$ cat src/rtl/calc_bcd_seq.sv
// calc_bcd_seq : BCD entry calculator with a digit-serial add/subtract engine
//                and a display scan streamer.
//
// Optional feature: define CALC_NEG_EN to resolve a subtraction borrow with a
// second pass (0 - intermediate) and report the sign on neg. Without it a
// borrow is an error and neg stays 0.
//
// Ports
//   clock       single clock, rising edge
//   reset       asynchronous, active-high
//   cmd_valid   cmd is sampled when 1
//   cmd         0-9 digit, A add, B sub, C reserved, D backspace, E equals, F clear
//   status      00 ready, 01 op pending, 10 busy, 11 error
//   digits      packed BCD entry/result register, digit 0 in the LSBs
//   data/pos    digit being streamed to the display and its position
//   data_valid  data/pos qualifier (both forced to 0 when low)
//   neg         result is negative
//
// state    | meaning
// S_READY  | entering the first operand (or showing a result)
// S_OPPEND | operator latched, entering the second operand
// S_PASS1  | digit-serial A op B, LSD first, NDIG cycles
// S_PASS2  | 0 - intermediate after a subtraction borrow (CALC_NEG_EN only)
// S_ERR    | overflow/borrow error, waits for clear
module calc_bcd_seq #(
    parameter int NDIG = 8,
    localparam int POSW = ($clog2(NDIG) > 1) ? $clog2(NDIG) : 1
) (
    input  logic              clock,
    input  logic              reset,
    input  logic              cmd_valid,
    input  logic [3:0]        cmd,
    output logic [1:0]        status,
    output logic [4*NDIG-1:0] digits,
    output logic [3:0]        data,
    output logic [POSW-1:0]   pos,
    output logic              data_valid,
    output logic              neg
);
    localparam int              DW   = 4*NDIG;
    localparam logic [POSW-1:0] LAST = POSW'(NDIG-1);

    localparam logic [3:0] CMD_ADD = 4'hA;
    localparam logic [3:0] CMD_SUB = 4'hB;
    localparam logic [3:0] CMD_BSP = 4'hD;
    localparam logic [3:0] CMD_EQ  = 4'hE;
    localparam logic [3:0] CMD_CLR = 4'hF;

    typedef enum logic [2:0] {S_READY, S_OPPEND, S_PASS1, S_PASS2, S_ERR} state_t;
    typedef enum logic [1:0] {OP_NONE, OP_ADD, OP_SUB} op_t;

    state_t          state_q, state_d;
    op_t             op_q, op_d;
    logic [DW-1:0]   digits_q, digits_d, a_q, a_d;
    logic [DW-1:0]   opa_q, opa_d, opb_q, opb_d, res_q, res_d;
    logic            cy_q, cy_d, neg_q, neg_d;
    logic [POSW-1:0] cnt_q, cnt_d, spos_q, spos_d;
    logic            scan_q, scan_d, boot_q;
    logic            pass_done;
    logic            sub_mode, cy_out;
    logic [4:0]      sum;
    logic [3:0]      rdig;

    // One BCD digit of the pass: operands are consumed from the bottom of
    // the opa/opb shift registers, cy_q is carry (add) or borrow (sub).
    always_comb begin
        sub_mode = (state_q == S_PASS2) || (op_q == OP_SUB);
        cy_out   = 1'b0;
        if (sub_mode) begin
            sum = {1'b0, opa_q[3:0]} - {1'b0, opb_q[3:0]} - {4'd0, cy_q};
            if (sum[4]) begin
                sum    = sum + 5'd10;
                cy_out = 1'b1;
            end
        end else begin
            sum = {1'b0, opa_q[3:0]} + {1'b0, opb_q[3:0]} + {4'd0, cy_q};
            if (sum > 5'd9) begin
                sum    = sum - 5'd10;
                cy_out = 1'b1;
            end
        end
        rdig = sum[3:0];
    end

    always_comb begin
        state_d   = state_q;
        op_d      = op_q;
        digits_d  = digits_q;
        a_d       = a_q;
        opa_d     = opa_q;
        opb_d     = opb_q;
        res_d     = res_q;
        cy_d      = cy_q;
        cnt_d     = cnt_q;
        neg_d     = neg_q;
        pass_done = 1'b0;
        if (cmd_valid && cmd == CMD_CLR) begin
            state_d  = S_READY;
            op_d     = OP_NONE;
            digits_d = '0;
            a_d      = '0;
            neg_d    = 1'b0;
        end else begin
            case (state_q)
                S_READY, S_OPPEND: begin
                    if (cmd_valid) begin
                        if (cmd <= 4'd9) begin
                            if (digits_q[DW-1 -: 4] == 4'd0)
                                digits_d = {digits_q[DW-5:0], cmd};
                        end else if (cmd == CMD_BSP) begin
                            digits_d = {4'd0, digits_q[DW-1:4]};
                            neg_d    = 1'b0;
                        end else if (cmd == CMD_ADD || cmd == CMD_SUB) begin
                            op_d = (cmd == CMD_ADD) ? OP_ADD : OP_SUB;
                            if (state_q == S_READY) begin
                                a_d      = digits_q;
                                digits_d = '0;
                                state_d  = S_OPPEND;
                            end
                        end else if (cmd == CMD_EQ && state_q == S_OPPEND) begin
                            state_d = S_PASS1;
                            opa_d   = a_q;
                            opb_d   = digits_q;
                            cy_d    = 1'b0;
                            cnt_d   = LAST;
                        end
                    end
                end
                S_PASS1, S_PASS2: begin
                    opa_d = {4'd0, opa_q[DW-1:4]};
                    opb_d = {4'd0, opb_q[DW-1:4]};
                    res_d = {rdig, res_q[DW-1:4]};
                    cy_d  = cy_out;
                    cnt_d = cnt_q - 1'b1;
                    if (cnt_q == '0) begin
                        pass_done = 1'b1;
                        state_d   = S_READY;
                        op_d      = OP_NONE;
                        digits_d  = res_d;
                        neg_d     = (state_q == S_PASS2);
                        if (cy_out && state_q == S_PASS1) begin
                            if (op_q == OP_ADD) begin
                                state_d  = S_ERR;
                                digits_d = '0;
                                neg_d    = 1'b0;
                            end else begin
`ifdef CALC_NEG_EN
                                // Borrow: intermediate is 10^NDIG - |A-B|,
                                // so 0 - intermediate yields the magnitude.
                                pass_done = 1'b0;
                                state_d   = S_PASS2;
                                op_d      = op_q;
                                digits_d  = digits_q;
                                neg_d     = neg_q;
                                opa_d     = '0;
                                opb_d     = res_d;
                                cy_d      = 1'b0;
                                cnt_d     = LAST;
`else
                                state_d  = S_ERR;
                                digits_d = '0;
                                neg_d    = 1'b0;
`endif
                            end
                        end
                    end
                end
                default: ;
            endcase
        end

        // A finished pass always rescans, even if the value is unchanged.
        scan_d = scan_q;
        spos_d = spos_q;
        if (state_d == S_PASS1 || state_d == S_PASS2) begin
            scan_d = 1'b0;
        end else if (boot_q || pass_done || digits_d != digits_q) begin
            scan_d = 1'b1;
            spos_d = LAST;
        end else if (scan_q) begin
            if (spos_q == '0) scan_d = 1'b0;
            else              spos_d = spos_q - 1'b1;
        end
    end

    always_ff @(posedge clock or posedge reset) begin
        if (reset) begin
            state_q  <= S_READY;
            op_q     <= OP_NONE;
            digits_q <= '0;
            a_q      <= '0;
            opa_q    <= '0;
            opb_q    <= '0;
            res_q    <= '0;
            cy_q     <= 1'b0;
            cnt_q    <= '0;
            neg_q    <= 1'b0;
            scan_q   <= 1'b0;
            spos_q   <= '0;
            boot_q   <= 1'b1;
        end else begin
            state_q  <= state_d;
            op_q     <= op_d;
            digits_q <= digits_d;
            a_q      <= a_d;
            opa_q    <= opa_d;
            opb_q    <= opb_d;
            res_q    <= res_d;
            cy_q     <= cy_d;
            cnt_q    <= cnt_d;
            neg_q    <= neg_d;
            scan_q   <= scan_d;
            spos_q   <= spos_d;
            boot_q   <= 1'b0;
        end
    end

    always_comb begin
        case (state_q)
            S_OPPEND:         status = 2'b01;
            S_PASS1, S_PASS2: status = 2'b10;
            S_ERR:            status = 2'b11;
            default:          status = 2'b00;
        endcase
    end

    assign digits     = digits_q;
    assign neg        = neg_q;
    assign data_valid = scan_q;
    assign pos        = scan_q ? spos_q : '0;
    assign data       = scan_q ? digits_q[4*int'(spos_q) +: 4] : 4'd0;

endmodule

$ cat config.mk
export PLATFORM = sky130hd
export DESIGN_NAME = calc_bcd_seq
export DESIGN_NICKNAME = d
export VERILOG_FILES = /design/src/rtl/calc_bcd_seq.sv
export SDC_FILE = /design/constraint.sdc
export NUM_CORES = 1
export LEC_CHECK = 0
export ABC_AREA = 1
export CORE_UTILIZATION = 50
export DETAILED_ROUTE_END_ITERATION = 7
export MAX_ROUTING_LAYER = met4
export PLACE_DENSITY = 0.74
export SKIP_CTS_REPAIR_TIMING = 1
export SLEW_MARGIN = 5
export SYNTH_ARGS = -nofsm -noshare
export SYNTH_HDL_FRONTEND = slang
export SYNTH_SLANG_ARGS = --single-unit
$ cat constraint.sdc
create_clock -name clock -period 9.4 [get_ports clock]
set_input_delay 1.88 -clock clock [delete_from_list [all_inputs] [get_ports clock]]
set_output_delay 1.88 -clock clock [all_outputs]
set_load 0.05 [all_outputs]
==> summary.txt <==
Placed design
  • Placed cell areas: 0.01074 mm2
  • Final HPWL DP: 21,680 um
  • Buffers on Ports: 49
  • GP Congestion: 0.9416

Setup path
  • CP cell instances: clkdlybuf4s50_1 -> buf_4 -> nand4_2 -> inv_2 -> buf_4 -> nor2_4 -> buf_4 -> inv_2 -> o22ai_1 -> a21oi_1
  • Crit-path most repeated cell: buf_4
  • CP max-delay cell: inv_2
  • Crit path kind: input port to flop
  • Crit path DAT: 5.73 ns
  • Maximum fanout along the worst path: 71
  • Crit path max-delay family: buffers and inverters
  • R2R depth: 22
  • CP max stage delay: 0.73 ns
  • Worst path bufs/invs: 6
  • Data required time at the worst endpoint: 9.77 ns
  • Reg2reg end: spos_q[0]
  • Launching point of the worst reg2reg path: opa_q[0]
  • Critical Path Sink Type: flop
  • R2r setup slk: 4.76 ns
  • Critical path launch point type: input port

Clock tree
  • CTS Buf Count: 17
  • Latest clock arrival within the worst-skew pair: 0.45 ns
  • CTS Root Buffer Type: clkbuf_16
  • Sink Count: 171
  • CTS tree: built
  • CTS H-Tree Depth: 4
  • Clock transition at path regs: 0.07 ns
  • Clock tree buffer depth: 2

Pwr
  • Power Density: 371.5 mW/mm2
  • Sw Share: 50.09%
  • Clk pwr share: 17.3%
  • Peak VDD IR: 232.3 uV
  • Switching pwr: 2.111 mW
  • Combinational power share: 49.9%
  • P_int: 2.104 mW
  • Pwr Total: 4.215 mW
  • LEAKAGE: 5.622 nW
  • Sequential group share of total power: 32.8%

Timing
  • Final critical-path share of the clock period: 57.07%
  • Slew Viols, Final: 0
  • Slew HR: 18.63%
  • Final Critical Period: 5.365 ns
  • Worst slew pin tran: 1.218 ns
  • Final clock skew: 0.01463 ns
  • Fmax: 186.4 MHz
  • Setup TNS: 0 ns
  • RSZ-0062 raised after global routing: no
  • Hold Slack: 0.4780 ns
  • Setup violators final: 0
  • Final hold vios: 0

Synth
  • Ys flop type: dfrtp_1
  • Cell area after synthesis: 0.01020 mm2
  • Warnings from Yosys: 0
  • FFs w/ async S/R, synth: 100.0%
  • Number of distinct library cells after synthesis: 46
  • Synth Register Bits: 171
  • Avg Cell Area, Syn: 7.244 um2
  • Synth Instances: 1,408
  • Register area share after synthesis: 41.97%
  • Post-synth EDFFs: 0
  • Syn nets: 1,434

Finish
  • Layout cells sized above 1: 6.493%
  • Number of fill cells in the layout: 1,829
  • Most frequent cells in the layout: 381 x nand2_1, 188 x o21ai_0, 169 x dfrtp_1, 148 x inv_1, 117 x a21oi_1
  • Commonest non-fill, non-tap cell in the layout: nand2_1
  • Fin nets: 1,431
  • Area grow syn2layout: 11.25%
  • # diodes: 0
  • Post-route cell area: 0.01135 mm2
  • Fin util: 57.55%

Floorplan
  • Full die area: 0.02097 mm2
  • Row count: 51
  • Initial Utilization: 51.73%
  • Die height: 144.8 um
  • Core Region: 0.01972 mm2
  • # IOs: 50
  • Die Wd: 144.8 um

Drt
  • Avg Vias per Cell: 5.976
  • DR WL/cell: 19.35 um
  • Final wirelength: 32,550 um
  • Vias: 10.05k
  • Routed Antenna Nets: 0
  • Drt first pass iters: 6
  • DRC viols: 0
  • DR iter-0 viols: 1,500

Min path
  • Worst Hold Depth: 2
  • HP Start: res_q[6]
  • Worst hold path class: flop to flop
  • Hold EP: res_q[6]

Global routing
  • Gr usage total: 33.65%
  • Global-route wire length before repair: 50,940 um
  • Largest net degree at the start of global routing: 92
  • Vias in the first global route: 9,037
  • Initial antenna violation count: 0
  • Global route overflow: 0

Job
  • Max_cap viols: 0

Status
  • Status: completed
==> power by group through the flow <==
stage	sequential [mW]	clock, mW	combinational [mW]
6_report	1.38	0.729	2.10
5_1_grt	1.41	0.760	2.34
4_1_cts	1.37	0.737	2.07
3_5_place_dp	1.37	0	2.06
3_3_place_gp	1.37	0	2.02
2_1_floorplan	1.45	0	1.31
==> per-layer routing <==
metal  wire, um  share of wire [%]  vias to the layer above  GRT usage (%)
li1           -                  -                     4621              -
met1      13680                 42                     4653          46.60
met2      13490                 41                      671          46.36
met3       3873                 12                      106          7.305
met4       1502                4.6                        0          16.62
met5          0                  0                        -              -
==> cells in the mapped netlist (2+ instances only) <==
cell / number / area share, %
a211oi_1: 3 / 0.22
a21oi_1: 117 / 5.7
a22oi_1: 37 / 2.7
a31oi_1: 9 / 0.55
buf_1: 7 / 0.26
buf_2: 16 / 0.79
buf_4: 3 / 0.22
buf_6: 5 / 0.55
clkbuf_1: 48 / 1.8
clkinv_1: 3 / 0.11
dfrtp_1: 170 / 42
fa_1: 4 / 0.79
ha_1: 15 / 1.8
inv_1: 149 / 5.5
inv_2: 13 / 0.48
inv_4: 2 / 0.12
nand2_1: 381 / 14
nand2_2: 10 / 0.61
nand2_4: 3 / 0.33
nand3_1: 68 / 3.3
nand3_2: 3 / 0.29
nand3b_1: 9 / 0.66
nor2_1: 55 / 2.0
nor2_2: 3 / 0.18
nor2_4: 5 / 0.55
nor3_1: 4 / 0.20
o21a_1: 4 / 0.29
o21ai_0: 188 / 9.2
o21ai_1: 32 / 1.6
o22ai_1: 21 / 1.3
o311ai_0: 2 / 0.17
o31ai_1: 2 / 0.15
xor2_1: 4 / 0.34
==> state kept, by name, indices dropped and copies added (netlist names), 2 cells and up <==
| register | flops |
|---|---|
| a_q | 32 |
| digits | 32 |
| opb_q | 32 |
| cnt_q | 3 |
| res_q | 28 |
| opa_q | 32 |
| spos_q | 3 |
| state_q | 3 |
| op_q | 2 |
==> area by class of cell <==
| cell class | count | area [um2] | area share [%] |
|---|---|---|---|
| Tap cell | 265 | 331.6 | 2.922 |
| Multi-Input combinational cell | 989 | 4925 | 43.40 |
| Sequential cell | 171 | 4282 | 37.73 |
| Inverter | 167 | 636.9 | 5.613 |
| Clock buffer | 17 | 425.4 | 3.749 |
| Timing Repair Buffer | 59 | 565.5 | 4.984 |
| Clock inverter | 14 | 181.4 | 1.599 |
==> cells by family (layout without fill, tap and decap cells) <==
logic type,after synthesis,after routing,synth area share (%)
other cells,1,1,0.03677
flops,171,171,41.97
compound gates,419,419,22.34
xor+xnor,4,4,0.3434
buf+inv,248,257,9.973
fa+ha+maj,19,19,2.625
simple gates,546,546,22.72
==> worst reg2reg max path: stages (launching register included) <==
cell	delay, ns
dfrtp_1	0.44
fa_1	0.48
fa_1	0.56
inv_1	0.07
ha_1	0.19
inv_1	0.09
nor2_1	0.05
a21oi_1	0.11
nand2_1	0.13
nand3_2	0.12
nand3_2	0.69
nand3b_1	0.40
nand2_1	0.10
nand2_1	0.18
nand2_1	0.07
nand2_1	0.07
nand2_1	0.05
nor2_1	0.08
nand2_1	0.15
nor2_4	0.24
nand3_1	0.13
nand3_1	0.09
nand2_1	0.06
==> worst max-delay path by stage <==
stage                    from   endpoint  slack, ns  cells past startpoint
global placement    cmd_valid  spos_q[0]       3.79                     17
CTS                 cmd_valid  opb_q[21]       4.15                     10
floorplan               reset     a_q[0]       2.89                      1
global route        cmd_valid   opa_q[1]       3.76                     10
detailed placement  cmd_valid  opb_q[22]       3.68                     10
finish              cmd_valid  opb_q[25]       4.04                     10
==> through the flow <==
stage	worst slack [ns]	instances
final	4.035	1682
after global routing	3.764	1682
after CTS	4.151	1682
after detailed placement	3.679	1651
after global placement	3.792	1651
after floorplan	2.890	1408
Power figures use the tool's default switching activity.
